[config.mk]
export PLATFORM = sky130hd
export DESIGN_NAME = alu_mc
export DESIGN_NICKNAME = d
export VERILOG_FILES = /design/src/rtl/alu_mc.sv
export SDC_FILE = /design/constraint.sdc
export NUM_CORES = 1
export LEC_CHECK = 0
export BUFFER_PORTS_ARGS = -buffer_cell sky130_fd_sc_hd__buf_2
export CAP_MARGIN = 20
export CORE_UTILIZATION = 40
export CTS_CLUSTER_DIAMETER = 200
export DETAILED_ROUTE_END_ITERATION = 6
export PLACE_DENSITY_LB_ADDON = 0.15
export SLEW_MARGIN = 40
export SYNTH_ARGS = -nofsm -noshare
export SYNTH_HDL_FRONTEND = slang
export SYNTH_SLANG_ARGS = --single-unit
[constraint.sdc]
create_clock -name clk -period 11.8 [get_ports clk]
set_clock_uncertainty 0.05 [all_clocks]
set_input_delay 2.36 -clock clk [delete_from_list [all_inputs] [get_ports clk]]
set_output_delay 2.36 -clock clk [all_outputs]
set_load 0.05 [all_outputs]
[src/rtl/alu_mc.sv]
// -----------------------------------------------------------------------------
// alu_mc -- multi-cycle ALU for the MIPS datapath.
//
// Single-cycle operations (AND/OR/ADD/SUB/XOR/NOR/SLTU/SLT) complete at the
// accepting edge. MULT/MULTU/DIV/DIVU run an iterative shift-add or restoring
// shift-subtract engine for WIDTH cycles, then one fix-up cycle that applies
// the sign correction and writes the HI/LO pair. A valid/ready handshake lets
// the control unit stall while a multiply or divide is in flight.
//
// Ports:
//   clk        rising-edge clock
//   reset      synchronous, active-high reset
//   in_valid   an operation is presented
//   in_ready   the block can accept an operation (low while busy or in reset)
//   alucont    4-bit operation code
//   src1/src2  operands (src1 = dividend / minuend)
//   out_valid  one-cycle pulse: result, hi and flags were updated
//   result     ALU result; LO for multiply, quotient for divide
//   hi         upper product or remainder (written only by mul/div)
//   zero       result == 0
//   ovf        signed overflow on ADD/SUB
//   dz         divide by zero
// -----------------------------------------------------------------------------
module alu_mc #(
    parameter int WIDTH = 32,
    parameter int CNTW  = $clog2(WIDTH) + 1
) (
    input  logic             clk,
    input  logic             reset,
    input  logic             in_valid,
    output logic             in_ready,
    input  logic [3:0]       alucont,
    input  logic [WIDTH-1:0] src1,
    input  logic [WIDTH-1:0] src2,
    output logic             out_valid,
    output logic [WIDTH-1:0] result,
    output logic [WIDTH-1:0] hi,
    output logic             zero,
    output logic             ovf,
    output logic             dz
);

    localparam logic [3:0] OP_AND  = 4'b0000;
    localparam logic [3:0] OP_OR   = 4'b0001;
    localparam logic [3:0] OP_ADD  = 4'b0010;
    localparam logic [3:0] OP_SUB  = 4'b0011;
    localparam logic [3:0] OP_XOR  = 4'b0100;
    localparam logic [3:0] OP_NOR  = 4'b0101;
    localparam logic [3:0] OP_SLTU = 4'b0110;
    localparam logic [3:0] OP_SLT  = 4'b0111;

    typedef enum logic [1:0] {
        IDLE = 2'd0,
        ITER = 2'd1,
        FIX  = 2'd2
    } state_t;

    state_t state_q, state_d;

    // Iteration datapath (scratch state, meaningful only while busy)
    logic [2*WIDTH-1:0] acc;        // mul: {partial product, multiplier}; div: {remainder, quotient}
    logic [WIDTH-1:0]   mag_b;      // multiplicand magnitude or divisor magnitude
    logic [WIDTH-1:0]   dividend;   // src1 as captured, returned as hi on divide by zero
    logic [CNTW-1:0]    count;
    logic               op_div;
    logic               neg_q;      // product / quotient must be negated
    logic               neg_r;      // remainder must be negated (dividend was negative)
    logic               div_zero;

    // -------------------------------------------------------------------------
    // Handshake and opcode decode
    // -------------------------------------------------------------------------
    logic accept, is_muldiv, signed_mode, last_step;

    assign in_ready    = (state_q == IDLE) && !reset;
    assign accept      = in_valid && in_ready;
    assign is_muldiv   = (alucont[3:2] == 2'b10);
    assign signed_mode = ~alucont[0];     // MULT/DIV are even codes, MULTU/DIVU odd
    assign last_step   = (count == CNTW'(WIDTH - 1));

    // -------------------------------------------------------------------------
    // Single-cycle ALU
    // -------------------------------------------------------------------------
    logic [WIDTH-1:0] sum, diff, alu_res;
    logic             alu_ovf, alu_legal;

    assign sum  = src1 + src2;
    assign diff = src1 - src2;

    // NOTE: every always_comb output gets a default first so no path leaves
    // it unassigned; otherwise synthesis infers a latch to hold the old value.
    always_comb begin
        alu_res   = '0;
        alu_ovf   = 1'b0;
        alu_legal = 1'b1;
        unique case (alucont)
            OP_AND:  alu_res = src1 & src2;
            OP_OR:   alu_res = src1 | src2;
            OP_ADD: begin
                alu_res = sum;
                alu_ovf = (src1[WIDTH-1] == src2[WIDTH-1]) && (sum[WIDTH-1] != src1[WIDTH-1]);
            end
            OP_SUB: begin
                alu_res = diff;
                alu_ovf = (src1[WIDTH-1] != src2[WIDTH-1]) && (diff[WIDTH-1] != src1[WIDTH-1]);
            end
            OP_XOR:  alu_res = src1 ^ src2;
            OP_NOR:  alu_res = ~(src1 | src2);
            OP_SLTU: alu_res = {{(WIDTH-1){1'b0}}, (src1 < src2)};
            OP_SLT:  alu_res = {{(WIDTH-1){1'b0}}, ($signed(src1) < $signed(src2))};
            default: alu_legal = 1'b0;   // mul/div codes never complete here; others are illegal
        endcase
    end

    // -------------------------------------------------------------------------
    // One multiply or divide step
    // -------------------------------------------------------------------------
    logic [WIDTH:0]     mul_add;
    logic [WIDTH:0]     rem_sh, trial;
    logic [2*WIDTH-1:0] mul_next, div_next;

    always_comb begin
        // Shift-add: add the multiplicand into the upper half when the current
        // multiplier bit is set, then shift the whole pair right by one.
        mul_add  = {1'b0, acc[2*WIDTH-1:WIDTH]} + (acc[0] ? {1'b0, mag_b} : '0);
        mul_next = {mul_add, acc[WIDTH-1:1]};

        // Restoring divide: bring the next dividend bit into the remainder and
        // keep the subtraction only if it did not go negative.
        rem_sh = {acc[2*WIDTH-1:WIDTH], acc[WIDTH-1]};
        trial  = rem_sh - {1'b0, mag_b};
        if (!trial[WIDTH])
            div_next = {trial[WIDTH-1:0], acc[WIDTH-2:0], 1'b1};
        else
            div_next = {rem_sh[WIDTH-1:0], acc[WIDTH-2:0], 1'b0};
    end

    // -------------------------------------------------------------------------
    // Fix-up: sign correction and divide-by-zero substitution
    // -------------------------------------------------------------------------
    logic [2*WIDTH-1:0] prod;
    logic [WIDTH-1:0]   fix_res, fix_hi;

    always_comb begin
        prod = neg_q ? -acc : acc;
        if (!op_div) begin
            fix_res = prod[WIDTH-1:0];
            fix_hi  = prod[2*WIDTH-1:WIDTH];
        end else if (div_zero) begin
            fix_res = '1;
            fix_hi  = dividend;
        end else begin
            fix_res = neg_q ? -acc[WIDTH-1:0] : acc[WIDTH-1:0];
            fix_hi  = neg_r ? -acc[2*WIDTH-1:WIDTH] : acc[2*WIDTH-1:WIDTH];
        end
    end

    // -------------------------------------------------------------------------
    // FSM
    // -------------------------------------------------------------------------
    always_comb begin
        state_d = state_q;
        unique case (state_q)
            IDLE:    if (accept && is_muldiv) state_d = ITER;
            ITER:    if (last_step) state_d = FIX;
            FIX:     state_d = IDLE;
            default: state_d = IDLE;
        endcase
    end

    // NOTE: sequential state uses non-blocking assignments so every register
    // samples pre-edge values, independent of process evaluation order.
    always_ff @(posedge clk) begin
        if (reset) state_q <= IDLE;
        else       state_q <= state_d;
    end

    // NOTE: the iteration registers are deliberately left without reset; they
    // are always loaded at accept before being read, and keeping them out of
    // the reset branch avoids gating their enables with reset.
    always_ff @(posedge clk) begin
        if (accept && is_muldiv) begin
            logic s1n, s2n;
            logic [WIDTH-1:0] mag1, mag2;
            s1n  = signed_mode && src1[WIDTH-1];
            s2n  = signed_mode && src2[WIDTH-1];
            mag1 = s1n ? -src1 : src1;
            mag2 = s2n ? -src2 : src2;
            op_div   <= alucont[1];
            neg_q    <= s1n ^ s2n;
            neg_r    <= s1n;
            div_zero <= alucont[1] && (src2 == '0);
            dividend <= src1;
            count    <= '0;
            if (alucont[1]) begin
                mag_b <= mag2;
                acc   <= {{WIDTH{1'b0}}, mag1};
            end else begin
                mag_b <= mag1;
                acc   <= {{WIDTH{1'b0}}, mag2};
            end
        end else if (state_q == ITER) begin
            acc   <= op_div ? div_next : mul_next;
            count <= count + CNTW'(1);
        end
    end

    // -------------------------------------------------------------------------
    // Registered outputs
    // -------------------------------------------------------------------------
    always_ff @(posedge clk) begin
        if (reset) begin
            result    <= '0;
            hi        <= '0;
            zero      <= 1'b1;
            ovf       <= 1'b0;
            dz        <= 1'b0;
            out_valid <= 1'b0;
        end else begin
            out_valid <= 1'b0;
            if (accept && !is_muldiv) begin
                result    <= alu_res;
                // Illegal opcodes clear every flag, including zero.
                zero      <= alu_legal && (alu_res == '0);
                ovf       <= alu_ovf;
                dz        <= 1'b0;
                out_valid <= 1'b1;
            end else if (state_q == FIX) begin
                result    <= fix_res;
                hi        <= fix_hi;
                zero      <= (fix_res == '0);
                ovf       <= 1'b0;
                dz        <= op_div && div_zero;
                out_valid <= 1'b1;
            end
        end
    end

endmodule
**After elaboration in Yosys (flattened, before gate mapping)**

Index checks and enable logic that the tools add are counted.

- Output and inout bits: 69
- Flip-flop bits (word level): 208
- Word-level logic and storage cells: 105
- Bits of input ports: 71

- Reduce and logical (&&, ||, !) cells: 24
- Bitwise logic cells: 7
- $add $sub $neg: 10
- Muxes and demuxes: 30
- Eq/ne operators: 17
- Order comparisons: 2

Operator list:

| operator | number |
|---|---|
| two-way mux 32 bit | 13 |
| two-way mux 64 bit | 5 |
| one-hot mux 32 bit (8 select lines) | 1 |
| negator 32 bit | 4 |
| logical NOT 32 bit | 3 |
| < comparator 32 bit | 2 |
| negator 64 bit | 1 |
| adder 32 x 32 -> 33 bit | 1 |
| subtractor 33 x 32 -> 33 bit | 1 |
| adder 32 bit | 1 |
| AND 32 bit | 1 |
| NOT 32 bit | 1 |
| bitwise OR 32 bit | 1 |
| subtractor 32 bit | 1 |
| bitwise XOR 32 bit | 1 |
| equality test 4 x 3 -> 1 bit, second input constant | 4 |
| logical AND 1 bit | 11 |
| equality test 4 x 2 -> 1 bit, second input constant | 2 |
| OR reduction 8 bit | 1 |
| two-way mux 1 bit | 7 |
| adder 6 x 1 -> 6 bit, second input constant | 1 |
| equality test 6 x 5 -> 1 bit, second input constant | 1 |
| equality test 2 bit, second input constant | 2 |
| equality test 4 x 1 -> 1 bit, second input constant | 1 |
| other kinds (16) | 23 |

**Logic depth before layout (Yosys ltp)**

- Word-level depth: 7
- Depth in mapped cells: 17
- Mapped depth without buffers: 15

**Worst setup path before layout**

Ideal clock, no wire load.

- Path type: input to register
- Start: input port reset
- End: register div_zero (enable)
- Buffers on the path: 2
- Data required time: 11.291 ns
- Library setup time: 0.459 ns
- Arrival: 6.337 ns
- Path slack: 4.954 ns
- Stages: 6
- Cells stage by stage: clkbuf_1 -> nor3_1 -> and2_0 -> nand2_1 -> clkinv_1 -> clkbuf_1

- Cells in the longest elaborated chain, start to end: 4

Ends and longest elaborated chain:

| item | line | source |
|---|---|---|
| from (decl) | 29 | `input logic reset,` |
| logical NOT 1 bit | 75 | `assign in_ready = (state_q == IDLE) && !reset;` |
| logical AND 1 bit | 75 |  |
| via in_ready | 31 | `output logic in_ready,` |
| logical AND 1 bit | 76 | `assign accept = in_valid && in_ready;` |
| logical AND 1 bit | 182 | `if (accept && is_muldiv) begin` |
| to (signal assigned) | 192 | `div_zero <= alucont[1] && (src2 == '0);` |
| to (decl) | 68 | `logic div_zero;` |

The timed path passes the listed nets, and every way through them passes these cells.
A chain may end at the register's enable or synchronous reset.

**Final worst setup path**

- Start: input port src2[7]
- End: register zero

- Cells in the longest elaborated chain, start to end: 6
- Elaborated cells on any way between the ends: 12
- Those cells by class: add/sub (2); order compare (2); mux (2); bitwise (4); reduce/logical (2)

Ends and longest elaborated chain:

| item | line | source |
|---|---|---|
| from (decl) | 34 | `input logic [WIDTH-1:0] src2,` |
| parallel branches: the longest is 2 deep, another holds subtractor 32 bit | -- |  |
| one-hot mux 32 bit (8 select lines) (*) | 96 | `unique case (alucont)` |
| logical NOT 32 bit (*) | 224 | `zero <= alu_legal && (alu_res == '0);` |
| logical AND 1 bit (*) | 224 |  |
| two-way mux 1 bit (*) | 221 | `if (accept && !is_muldiv) begin` |
| to (signal assigned) | 224 |  |
| to (signal assigned) | 231 | `zero <= (fix_res == '0);` |
| to (decl) | 38 | `output logic zero,` |

Mark *: on every way between the ends.

==> metrics <==
met3 WL 6880 um; Hold Worst Slack 400 ps; Syn Area/Cell 7.83 um^2; ys async rst share 0; drt first pass iters 6; Yosys warnings 0; worst setup path class primary input to flop; drt total wl 91800 um; CTS Buf Count 27; Final Cycle Share 0.544; dpl ws 4850 ps; H-tree depth 1; Post-Synth Simple-Gate Area 0.193; P per Cell Area 102 nW/um^2; clock slew at reported path FFs 70 ps; DRC Markers 0; Post-synth EDFFs 132; status completed; Leakage 0.0101 uW; post-synthesis compound-gate area fraction 0.260; # diodes 0; unrepaired setup endpoints after global routing no; clock root buffer clkbuf_16; worst setup path startpoint src2[7]; Routed Antenna Nets 0; Die Y 239 um; vias in the first global route 21300; #FFs+latches synth 208; CTS-repair resized insts 0; core box area 55200 um^2; first-pass GRT wire length 137000 um; die area 57000 um^2; die width 239 um; Pwr Total 2520 uW; # port buffers 139; initial antenna violation count 1; top cells by count, synth nor2_1, a21oi_1, nand2_1; layout cells sized above 1 0.0990; clock latency on the worst-skew pair 600 ps; Clock Power Share 0.345; HP Start hi[24]; Hold Path Class flop to flop; top cells by area, synth edfxtp_1, ha_1, dfxtp_1, xnor2_1, a21oi_1; num rows 86; Critical R2R Launch acc[31]; mux cell area share after synthesis 0.0602; DR WL/cell 25.1 um; fin nets 3140; Period minus WS final 6420 ps; Crit. End Element flop; Adder-Cell Fraction of Synth Area 0.102; Post-CTS Setup Inserts 0; main combinational cell family by area after synthesis compound AO/OA/AOI/OAI gates; setup ws final 5380 ps; Sw Share 0.366; setup TNS 0 ps; Sink Count 208; wire length on met2 41300 um; count leader, synth nor2_1; Highest Clock Rate 156 MHz; Detailed Place HPWL 71300 um; Worst setup SP type primary input; Initial Util 0.406; Yosys top cell by area edfxtp_1; Slew HR 0.362; CTS tree built; internal cell power 1600 uW; Syn Std Cell Area 22400 um^2; pin count of the biggest net entering global routing 78; Synth Flop Type edfxtp_1; Peak VDD IR 0.0840 mV; max_cap viols 0; grt total ovfl 0; Net Sw Power 921 uW; Layout area overhead 9.90%; xor/xnor share of the synthesized area 0.0809; Post-Synthesis Cells 2862; Worst-Margin Slew 947 ps; 1st-iter DRT viols 2291; setup violators final 0; critical path data arrival time 6900 ps; Via Count 22400; Sequential Power Share 0.342; CP Data Required Time 12280 ps; Comb pwr share 0.313; Crit Path Max Fanout 15; Syn Nets 3114; DR top layer met5; GRT Total Usage 0.316; Filler cells 5663; RD Place Congestion 0.934; Synth cell types 90; Final Hold Vio Count 0; Clock Path Buffers 3; sequential cell area fraction in the yosys report 0.245; share of the synthesized area in the top cell type 0.177; max-slew violations 0; io pins 140; M1 wire length 41000 um; vias per cell 6.13; cts hold-fix bufs 0
## final timing paths
check             slack (ps)      to  cells after the start
hold / removal           400  hi[24]                      2
hold reg to reg          400  hi[24]                      2
setup reg to reg        6510  acc[0]                     15
setup / recovery        5380    zero                     14
## state kept, by name, indices dropped and copies added, names as in the netlist
| name | cells |
|---|---|
| acc | 64 |
| dividend | 32 |
| hi | 32 |
| mag_b | 32 |
| result | 32 |
| count | 6 |
| state_q | 2 |
| div_zero | 1 |
| dz | 1 |
| neg_q | 1 |
| neg_r | 1 |
| op_div | 1 |
| out_valid | 1 |
| ovf | 1 |
| zero | 1 |
## per-layer routing
| layer | vias up | track usage |
|---|---|---|
| li1 | 10500 | - |
| met1 | 10800 | 0.438 |
| met2 | 947 | 0.510 |
| met3 | 124 | 0.0449 |
| met4 | 2 | 0.0880 |
| met5 | - | 0 |
## logic make-up after synthesis
logic type / Yosys count
multiplexers: 133
XOR/XNOR: 207
flip-flops: 208
buffers and inverters: 339
AO/OA/AOI/OAI: 883
adder cells (fa/ha/maj): 181
AND/OR/NAND/NOR: 911
## layout by cell type (no fill, tap or decap), types with 26 or more instances in the layout
cell type / n
a21oi_1: 251
nand3_1: 47
ha_1: 177
nor4_1: 30
nor2_1: 288
clkbuf_16: 28
or3_1: 36
o21ai_0: 168
xnor2_1: 144
a31oi_1: 42
nand2_1: 243
a211oi_1: 42
nand4_1: 28
buf_4: 29
o31ai_1: 36
xor2_1: 63
nor3_1: 70
dfxtp_1: 76
edfxtp_1: 132
nand2b_1: 26
mux2i_1: 118
inv_1: 160
a21o_1: 52
buf_2: 138
nor2b_1: 28
o211ai_1: 50
## cell type report
type,instances,area (um^2),share of cell area
Multi-Input combinational cell,2315,15700,0.637
Sequential cell,208,5490,0.223
Timing Repair Buffer,172,986,0.0400
Tap cell,748,936,0.0380
Clock buffer,35,716,0.0291
Inverter,164,621,0.0252
Clock inverter,15,190,0.00772
## through the flow
| step | instance area (um^2) | utilization | std cells |
|---|---|---|---|
| after floorplan | 22400 | - | 2862 |
| after global placement | 23700 | 0.428 | 3604 |
| after detailed placement | 23700 | 0.429 | 3606 |
| after CTS | 24600 | 0.446 | 3656 |
| after global routing | 24600 | 0.446 | 3657 |
| final | 24600 | 0.446 | 3657 |
## worst max-delay path, stage by stage
cell and delay, ps:
buf_2 180, inv_1 130, ha_1 610, nor3b_1 130, nor3_1 470, o311ai_2 300
nand4_1 160, nand4_1 240, a2111oi_0 800, o2111ai_1 200, a21o_1 210, or4_1 470
or4_1 490, o21ai_1 150
## power groups by stage
stage               clock [uW]  sequential (uW)  combinational (uW)
CTS                        883              861                 772
global route               907              866                 853
detailed placement           0              876                 767
floorplan                    0              866                 536
global placement             0              875                 763
finish                     869              862                 788
Power figures use the tool's default switching activity.
